`src/rtl/coefficient_loader_n_if.sv`:
```
// Handshake bundle between the FIR coefficient loader and its requester/datapath.
interface coefficient_loader_n_if #(
    parameter int NUM_COEFFS = 4
);
    localparam int IDX_W = ($clog2(NUM_COEFFS) > 1) ? $clog2(NUM_COEFFS) : 1;

    logic                  new_coefficient_set;
    logic [NUM_COEFFS-1:0] coeff_mask;
    logic                  modwait;
    logic                  load_coeff;
    logic [IDX_W-1:0]      coefficient_num;
    logic                  clear_coefficient;
    logic                  loader_busy;
    logic                  load_done;
    logic                  load_error;

    modport master (
        output new_coefficient_set,
        output coeff_mask,
        output modwait,
        input  load_coeff,
        input  coefficient_num,
        input  clear_coefficient,
        input  loader_busy,
        input  load_done,
        input  load_error
    );

    modport slave (
        input  new_coefficient_set,
        input  coeff_mask,
        input  modwait,
        output load_coeff,
        output coefficient_num,
        output clear_coefficient,
        output loader_busy,
        output load_done,
        output load_error
    );
endinterface

```
`src/rtl/coefficient_loader_n.sv`:
```
// Masked N-slot coefficient load sequencer with restart and modwait timeout.
module coefficient_loader_n #(
    parameter int NUM_COEFFS  = 4,
    parameter int CLEAR_AFTER = 1,
    parameter int TIMEOUT     = 255
) (
    input  logic                  clk,
    input  logic                  reset,
    coefficient_loader_n_if.slave bus
);
    localparam int IDX_W = ($clog2(NUM_COEFFS) > 1) ? $clog2(NUM_COEFFS) : 1;
    localparam int CNT_W = (TIMEOUT > 0) ? $clog2(TIMEOUT + 1) : 1;
    localparam bit TMO_EN = (TIMEOUT > 0);
    localparam bit CLR_EN = (CLEAR_AFTER != 0);

    typedef enum logic [2:0] {
        IDLE, PREWAIT, LOAD, CHECK, CLEAR, ERROR
    } state_t;

    state_t                state_q, state_d;
    logic [IDX_W-1:0]      idx_q, idx_d;
    logic [CNT_W-1:0]      cnt_q, cnt_d, cnt_inc;
    logic [NUM_COEFFS-1:0] mask_q, mask_d;
    logic                  first_q, first_d;
    logic                  done_q, done_d;
    logic                  err_q, err_d;
    logic [IDX_W:0]        first_hit, next_hit;
    logic                  tmo;

    // Lowest set bit at or above 'from'; MSB of the result flags a hit.
    function automatic logic [IDX_W:0] find_from(
        input logic [NUM_COEFFS-1:0] m,
        input int                    from
    );
        logic [IDX_W:0] r;
        r = '0;
        for (int i = NUM_COEFFS - 1; i >= 0; i--) begin
            if (m[i] && i >= from) r = {1'b1, IDX_W'(i)};
        end
        return r;
    endfunction

    assign first_hit = find_from(bus.coeff_mask, 0);
    assign next_hit  = find_from(mask_q, int'(idx_q) + 1);
    assign cnt_inc   = (&cnt_q) ? cnt_q : cnt_q + 1'b1;
    assign tmo       = TMO_EN && ((int'(cnt_q) + 1) >= TIMEOUT);

    always_comb begin
        state_d = state_q;
        idx_d   = idx_q;
        cnt_d   = cnt_q;
        mask_d  = mask_q;
        first_d = 1'b0;
        done_d  = 1'b0;
        err_d   = err_q;
        if (bus.new_coefficient_set) begin
            mask_d = bus.coeff_mask;
            err_d  = 1'b0;
            cnt_d  = '0;
            if (first_hit[IDX_W]) begin
                idx_d   = first_hit[IDX_W-1:0];
                state_d = PREWAIT;
            end else begin
                idx_d = '0;
                if (CLR_EN) begin
                    state_d = CLEAR;
                end else begin
                    state_d = IDLE;
                    done_d  = 1'b1;
                end
            end
        end else begin
            unique case (state_q)
                IDLE: ;
                PREWAIT: begin
                    if (!bus.modwait) begin
                        state_d = LOAD;
                    end else if (tmo) begin
                        state_d = ERROR;
                        err_d   = 1'b1;
                    end else begin
                        cnt_d = cnt_inc;
                    end
                end
                LOAD: begin
                    state_d = CHECK;
                    cnt_d   = '0;
                    first_d = 1'b1;
                end
                CHECK: begin
                    // datapath raises modwait one cycle late, so skip the first look
                    if (first_q) begin
                        state_d = CHECK;
                    end else if (!bus.modwait) begin
                        if (next_hit[IDX_W]) begin
                            idx_d   = next_hit[IDX_W-1:0];
                            state_d = LOAD;
                        end else if (CLR_EN) begin
                            state_d = CLEAR;
                        end else begin
                            state_d = IDLE;
                            done_d  = 1'b1;
                        end
                    end else if (tmo) begin
                        state_d = ERROR;
                        err_d   = 1'b1;
                    end else begin
                        cnt_d = cnt_inc;
                    end
                end
                CLEAR: state_d = IDLE;
                ERROR: ;
                default: state_d = IDLE;
            endcase
        end
    end

    always_ff @(posedge clk) begin
        if (reset) begin
            state_q <= IDLE;
            idx_q   <= '0;
            cnt_q   <= '0;
            mask_q  <= '0;
            first_q <= 1'b0;
            done_q  <= 1'b0;
            err_q   <= 1'b0;
        end else begin
            state_q <= state_d;
            idx_q   <= idx_d;
            cnt_q   <= cnt_d;
            mask_q  <= mask_d;
            first_q <= first_d;
            done_q  <= done_d;
            err_q   <= err_d;
        end
    end

    assign bus.load_coeff        = (state_q == LOAD);
    assign bus.clear_coefficient = (state_q == CLEAR);
    assign bus.load_done         = (state_q == CLEAR) | done_q;
    assign bus.load_error        = err_q;
    assign bus.loader_busy       = (state_q == PREWAIT) | (state_q == LOAD) |
                                   (state_q == CHECK)   | (state_q == CLEAR);
    assign bus.coefficient_num   = ((state_q == PREWAIT) | (state_q == LOAD) |
                                    (state_q == CHECK)   | (state_q == ERROR))
                                   ? idx_q : '0;
endmodule

```
`src/flat_wrapper.sv`:
```
// flat-port wrapper written by rule: the top's interface ports become plain ports
module coefficient_loader_n_flat 
#(
    parameter int NUM_COEFFS  = 4,
    parameter int CLEAR_AFTER = 1,
    parameter int TIMEOUT     = 255
)
  (clk, reset, bus_new_coefficient_set, bus_coeff_mask, bus_modwait, bus_load_coeff, bus_coefficient_num, bus_clear_coefficient, bus_loader_busy, bus_load_done, bus_load_error);
  coefficient_loader_n_if #(.NUM_COEFFS(NUM_COEFFS)) bus_i ();
  input  logic clk;
  input  logic reset;
  input wire logic [$bits(bus_i.new_coefficient_set)-1:0] bus_new_coefficient_set;
  input wire logic [$bits(bus_i.coeff_mask)-1:0] bus_coeff_mask;
  input wire logic [$bits(bus_i.modwait)-1:0] bus_modwait;
  output wire logic [$bits(bus_i.load_coeff)-1:0] bus_load_coeff;
  output wire logic [$bits(bus_i.coefficient_num)-1:0] bus_coefficient_num;
  output wire logic [$bits(bus_i.clear_coefficient)-1:0] bus_clear_coefficient;
  output wire logic [$bits(bus_i.loader_busy)-1:0] bus_loader_busy;
  output wire logic [$bits(bus_i.load_done)-1:0] bus_load_done;
  output wire logic [$bits(bus_i.load_error)-1:0] bus_load_error;
  assign bus_i.new_coefficient_set = bus_new_coefficient_set;
  assign bus_i.coeff_mask = bus_coeff_mask;
  assign bus_i.modwait = bus_modwait;
  assign bus_load_coeff = bus_i.load_coeff;
  assign bus_coefficient_num = bus_i.coefficient_num;
  assign bus_clear_coefficient = bus_i.clear_coefficient;
  assign bus_loader_busy = bus_i.loader_busy;
  assign bus_load_done = bus_i.load_done;
  assign bus_load_error = bus_i.load_error;
  coefficient_loader_n #(.NUM_COEFFS(NUM_COEFFS), .CLEAR_AFTER(CLEAR_AFTER), .TIMEOUT(TIMEOUT)) u_core (.clk(clk), .reset(reset), .bus(bus_i));
endmodule
```
`config.mk`:
```
export PLATFORM = sky130hd
export DESIGN_NAME = coefficient_loader_n_flat
export DESIGN_NICKNAME = d
export VERILOG_FILES = /design/src/rtl/coefficient_loader_n_if.sv /design/src/rtl/coefficient_loader_n.sv /design/src/flat_wrapper.sv
export SDC_FILE = /design/constraint.sdc
export NUM_CORES = 1
export LEC_CHECK = 0
export ABC_AREA = 1
export CELL_PAD_IN_SITES_DETAIL_PLACEMENT = 0
export CELL_PAD_IN_SITES_GLOBAL_PLACEMENT = 2
export CORE_MARGIN = 2
export CORE_UTILIZATION = 28
export DETAILED_ROUTE_END_ITERATION = 8
export PLACE_DENSITY_LB_ADDON = 0.1
export SKIP_CTS_REPAIR_TIMING = 1
export SLEW_MARGIN = 20
export SYNTH_ARGS = -nofsm -noshare
export SYNTH_HDL_FRONTEND = slang
export SYNTH_SLANG_ARGS = --single-unit
```
`constraint.sdc`:
```
create_clock -name clk -period 2.34 [get_ports clk]
set_input_delay 0.702 -clock clk [delete_from_list [all_inputs] [get_ports clk]]
set_output_delay 0.702 -clock clk [all_outputs]
set_load 0.01 [all_outputs]
```
After elaboration in Yosys (flattened, before gate mapping)
Index checks and enable logic that the tools add are counted.

cells by class
  eq/ne operators = 9
  bitwise gates (word level) = 4
  reduce and logical (&&, ||, !) cells = 15
  $add $sub $neg = 3
  order comparisons = 5
  mux-type cells = 33

operators with widths
  kind                                                   count
  >= comparator 3 x 32 -> 1 bit (first input constant)   2
  two-way mux 3 bit                                      15
  >= comparator 1 x 32 -> 1 bit (first input constant)   1
  >= comparator 2 x 32 -> 1 bit (first input constant)   1
  >= comparator 32 x 9 -> 1 bit (second input constant)  1
  two-way mux 8 bit                                      4
  case mux 8 bit (3 select lines)                        1
  two-way mux 2 bit                                      7
  case mux 3 bit (4 select lines)                        1
  adder 8 x 1 -> 9 bit (second input constant)           1
  adder 8 x 1 -> 8 bit (second input constant)           1
  AND reduction 8 bit                                    1
  == test 3 x 2 -> 1 bit (second input constant)         2
  == test 3 bit (second input constant)                  2
  inequality test 2 bit (second input constant)          3
  nonzero test 2 bit                                     3
  logical AND 1 bit                                      4
  two-way mux 1 bit                                      4
  OR 1 bit                                               4
  AND reduction 2 bit                                    2
  AND reduction 4 bit                                    1
  OR reduction 2 bit                                     2
  adder 2 x 1 -> 3 bit (second input constant)           1
  == test 3 x 1 -> 1 bit (second input constant)         1
  4 further kinds                                        4

storage, ports and cells
  output and inout port bits = 7
  bits in registers = 19
  logic and storage cells = 75
  bits of input ports = 8

Depth between registers and ports, before layout
  depth in word-level cells = 12
  gate-level depth with buffers = 14
  mapped depth without buffers = 13

Least setup slack after synthesis
No wires, ideal clock.

  path kind = flip-flop to flip-flop
  from = reg u_core.cnt_q[1]
  to = reg u_core.cnt_q[5]
  library setup time = 0.114 ns
  arrival time = 1.556 ns
  setup slack = 0.670 ns
  stages on the path, launching flop included = 14
  path buffers = 1
  required time = 2.226 ns
  period minus slack after synthesis = 1.670 ns
  cell sequence = dfxtp_1 -> ha_1 -> nand3_1 -> o21bai_1 -> nand2_1 -> nor2_1 -> nand3_2 -> nand2_2 -> nand2_2 -> nand3_4 -> buf_6 -> nand2_1 -> nand2_1 -> nor2_2

between the ends
  word-level cells in the longest chain between the ends = 6
  elaborated cells on any way between the ends = 9
  classes of those cells = add/sub: 2; order compare: 1; mux: 5; reduce/logical: 1

RTL lines
  item                                                                       RTL line                                                 source
  start, declared                                                            coefficient_loader_n.sv:22                               logic [CNT_W-1:0] cnt_q, cnt_d, cnt_inc;
  start signal, assigned                                                     coefficient_loader_n.sv:130                              cnt_q <= cnt_d;
  adder 8 x 1 -> 9 bit (tied with other cells)                               coefficient_loader_n.sv:46                               assign tmo = TMO_EN && ((int'(cnt_q) + 1) >= TIMEOUT);
  >= comparator 32 x 9 -> 1 bit / two-way mux 8 bit (equally long branches)  coefficient_loader_n.sv:46, coefficient_loader_n.sv:45
  two-way mux 8 bit *                                                        coefficient_loader_n.sv:78, coefficient_loader_n.sv:104
  two-way mux 8 bit *                                                        coefficient_loader_n.sv:76                               if (!bus.modwait) begin
  two-way mux 8 bit                                                          coefficient_loader_n.sv:92                               if (first_q) begin
  case mux 8 bit (3 select lines) *                                          coefficient_loader_n.sv:73                               unique case (state_q)

Every way passes the cells marked *; elsewhere a longest branch is shown, timed or not. The select of a mux whose other input is x is not followed.
A chain may end at the register's enable or synchronous reset.

Worst setup path after layout
  from = reg u_core.state_q[1]
  to = out bus_loader_busy

between the ends
  word-level cells in the longest chain between the ends = 4
  elaborated cells on any way between the ends = 7
  classes of those cells = eq/ne: 4; bitwise: 3

RTL lines
  item                                                                     RTL line                     source
  start, declared                                                          coefficient_loader_n.sv:20   state_t state_q, state_d;
  start signal, assigned                                                   coefficient_loader_n.sv:128  state_q <= state_d;
  == test 3 x 1 -> 1 bit / == test 3 x 2 -> 1 bit (equally long branches)  coefficient_loader_n.sv:142  assign bus.loader_busy = (state_q == PREWAIT) | (state_q == LOAD) |
  OR 1 bit (2 in series)                                                   coefficient_loader_n.sv:142
  OR 1 bit *                                                               coefficient_loader_n.sv:143  (state_q == CHECK) | (state_q == CLEAR);
  end, declared                                                            flat_wrapper.sv:18           output wire logic [$bits(bus_i.loader_busy)-1:0] bus_loader_busy;

Every way passes the cells marked *; elsewhere a longest branch is shown, timed or not.

==> metrics.md <==
| Metric | Value |
|---|---|
| Clock Skew | `between 1 and 1.5 ps` |
| Total GRT Usage | `0.125` |
| DIE AREA | `4760 um2` |
| Hold path start | `u_core.mask_q[2]` |
| Avg WL per Cell | `approximately 11 um` |
| Startpoint types | `flop` |
| Synth unique cells | `28` |
| Fillcell total | `~450` |
| Pins Over Slew Limit | `0` |
| Crit path buf inv count | `2` |
| FF-to-FF setup slack | `between 400 and 500 ps` |
| Worst Setup SP | `u_core.state_q[1]` |
| Vias in the first global route | `between 1000 and 1500` |
| Detailed Routing Iterations Pass 1 | `4` |
| IO Pins | `15` |
| Critical Path End Type | `primary output` |
| Synth Net Count | `about 200` |
| Final period utilization | `0.972` |
| Clk_lat worst skew | `roughly 250 ps` |
| Slew HR | `0.728` |
| F_max | `between 400 and 500 MHz` |
| Status | `complete, no violations` |
| DR top layer | `met4` |
| Share of layout cells above drive strength 1 | `0.114` |
| Power per cell area | `about 460 nW/um2` |
| Clock sink count | `18` |
| Final Hold Violating Endpoints | `0` |
| Largest net degree at the start of global routing | `17` |
| Final GP Congestion | `roughly 0.85` |
| DRC violations left | `0` |
| Rows | `23` |
| Maxcap violations | `0` |
| Layout Area Growth over Synthesis | `21.6%` |
| Worst Path Required | `between 1500 and 2000 ps` |
| H-tree depth | `1` |
| Clk slew on worst S/H paths | `roughly 70 ps` |
| Nets | `approximately 220` |
| Worst vdd ir | `approximately 0.17 mV` |
| Number of setup violations in the final report | `0` |
| Cell taking the most area after synthesis | `dfxtp_1` |
| Area occupied by multi-input gates | `683 um2` |
| Core Area | `4030 um2` |
| Hold Crit Class | `reg2reg` |
| Static leakage | `roughly 0.71 nW` |
| Syn_area_per_cell | `6.07 um2` |
| Post-Syn Instances | `roughly 200` |
| Final ANT Viol Nets | `0` |
| ANT cells | `0` |
| Area contributors post-synth | `dfxtp_1 30%, nor2_1 14%, nand2_1 13%` |
| Buffers on Ports | `14` |
| Worst setup margin | `roughly 65 ps` |
| Worst EP arrival | `between 1500 and 2000 ps` |
| Clk buf depth | `2` |
| Met2 wire length | `around 1.5 mm` |
| Metal3 WL | `slightly above 60 um` |
| Grt total ovfl | `0` |
| Post-Route WL | `between 2 and 3 mm` |
| Synth warnings | `0` |
| Slew @ Worst Pin | `between 400 and 500 ps` |
| Root Driver | `clkbuf_8` |
| Wl on met1 | `between 1 and 1.5 mm` |
| CTS Buf Count | `3` |
| Chip width | `around 69 um` |
| Area share of the largest cell type after synthesis | `0.304` |
| Vias per cell | `roughly 4.6` |
| Area of all sequential standard cells | `about 360 um2` |
| CP top delay family | `buffers and inverters` |
| Die height | `around 70 um` |
| Initial antenna violation count | `0` |
| Minimum clock period | `between 2000 and 2500 ps` |
| Max incr delay on CP | `about 560 ps` |
| TritonCTS clock tree | `done` |
| Crit Path Max Fanout | `6` |
| Worst path slowest cell | `clkdlybuf4s50_1` |
| Vias post-DR | `roughly 1200` |
| Initial core utilization | `0.294` |
| First-pass GRT wire length | `approximately 5 mm` |
| CP Cell Sequence | `inv_2 -> nor2_2 -> nor2_1 -> o21ai_0 -> clkdlybuf4s50_1` |
| Pre-CTS setup slack | `approximately 180 ps` |
| Reg2reg start | `u_core.cnt_q[1]` |
| Seq cells post-synth | `18` |
| CP Class | `reg2out` |
| Post-synthesis sequential area ratio | `0.304` |
| Initial DRC count | `32` |
| Post-DP HPWL | `around 2.3 mm` |
| Fin Setup TNS | `0 ps` |
| Area of the mapped netlist | `around 1200 um2` |
## cells in the mapped netlist (all sizes together)
master / number
clkbuf: 1
a211oi: 2
ha: 2
o41ai: 1
a311oi: 1
nand3: 14
a22oi: 1
o21ai: 12
buf: 3
a31oi: 1
inv: 32
nor2: 46
a32oi: 1
nand4: 4
nor3: 2
a21oi: 8
nand2: 43
dfxtp: 18
o21bai: 2
or2: 1
## flip-flops by register name, indices dropped and copies added, names as in the netlist
register	count
u_core.bus.load_error	1
u_core.cnt_q	8
u_core.mask_q	3
u_core.state_q	3
u_core.idx_q	2
u_core.first_q	1
## layout by cell type, fill, tap and decap left out, drive strengths merged, types with 4 or more instances in the layout
master	instances
nor2	46
nand4	4
a21oi	8
dfxtp	18
nand3	14
clkdlybuf4s50	11
o21ai	12
nand2	43
inv	32
## power breakdown
part | total (mW) | internal, mW | switching [mW] | leakage [nW]
clock | 0.221 | 0.114 | 0.107 | 0.0216
sequential | 0.329 | 0.318 | 0.0109 | 0.147
combinational | 0.111 | 0.0484 | 0.0628 | 0.539
total | 0.662 | 0.481 | 0.181 | 0.707
## layout make-up
class	instances	share of cell area
clock buffers	3	0.0287
inverters	32	0.0835
multi-input cells	141	0.475
flip-flops and latches	18	0.251
well taps	50	0.0435
repair buffers	17	0.118
## worst register-to-register path: stages (launching register included)
cell	delay (ps)
dfxtp_1	430
ha_1	270
nand2_2	80
nor2_1	130
nand3_1	80
nand2_1	90
nor2_1	60
nand3_2	60
nand2_2	90
nand2_2	90
nand3_4	160
nor2_1	170
nor2_2	50
## routing by layer
layer | up-vias | global-route usage
met5 | - | 0
met4 | 0 | 0.0501
met3 | 4 | 0.0132
met2 | 14 | 0.239
met1 | 530 | 0.140
li1 | 650 | -
## kinds of logic (layout without fill, tap and decap cells)
logic type,Yosys count,in the layout,share of synthesized area
flip-flops,18,18,0.304
buffers and inverters,36,52,0.125
AND/OR/NAND/NOR,110,110,0.406
adder cells (fa/ha/maj),2,2,0.0211
AO/OA/AOI/OAI,29,29,0.144
## through the flow
stage	std cells	total power, mW	hold WS, ps	util	cell area (um2)
detailed placement	258	0.447	471	0.343	1380
finish	261	0.662	484	0.357	1440
CTS	261	0.671	489	0.353	1420
floorplan	195	0.404	449	-	1180
global route	261	0.705	521	0.357	1440
global placement	258	0.448	456	0.343	1380
## worst paths after layout
check / end / depth (start not counted)
worst max-delay path: bus_loader_busy / 5
worst min-delay path: u_core.mask_q[2] / 2
worst max register to register: u_core.cnt_q[5] / 12
worst min register to register: u_core.mask_q[2] / 2
No activity file was read; power rests on OpenSTA's default activity.
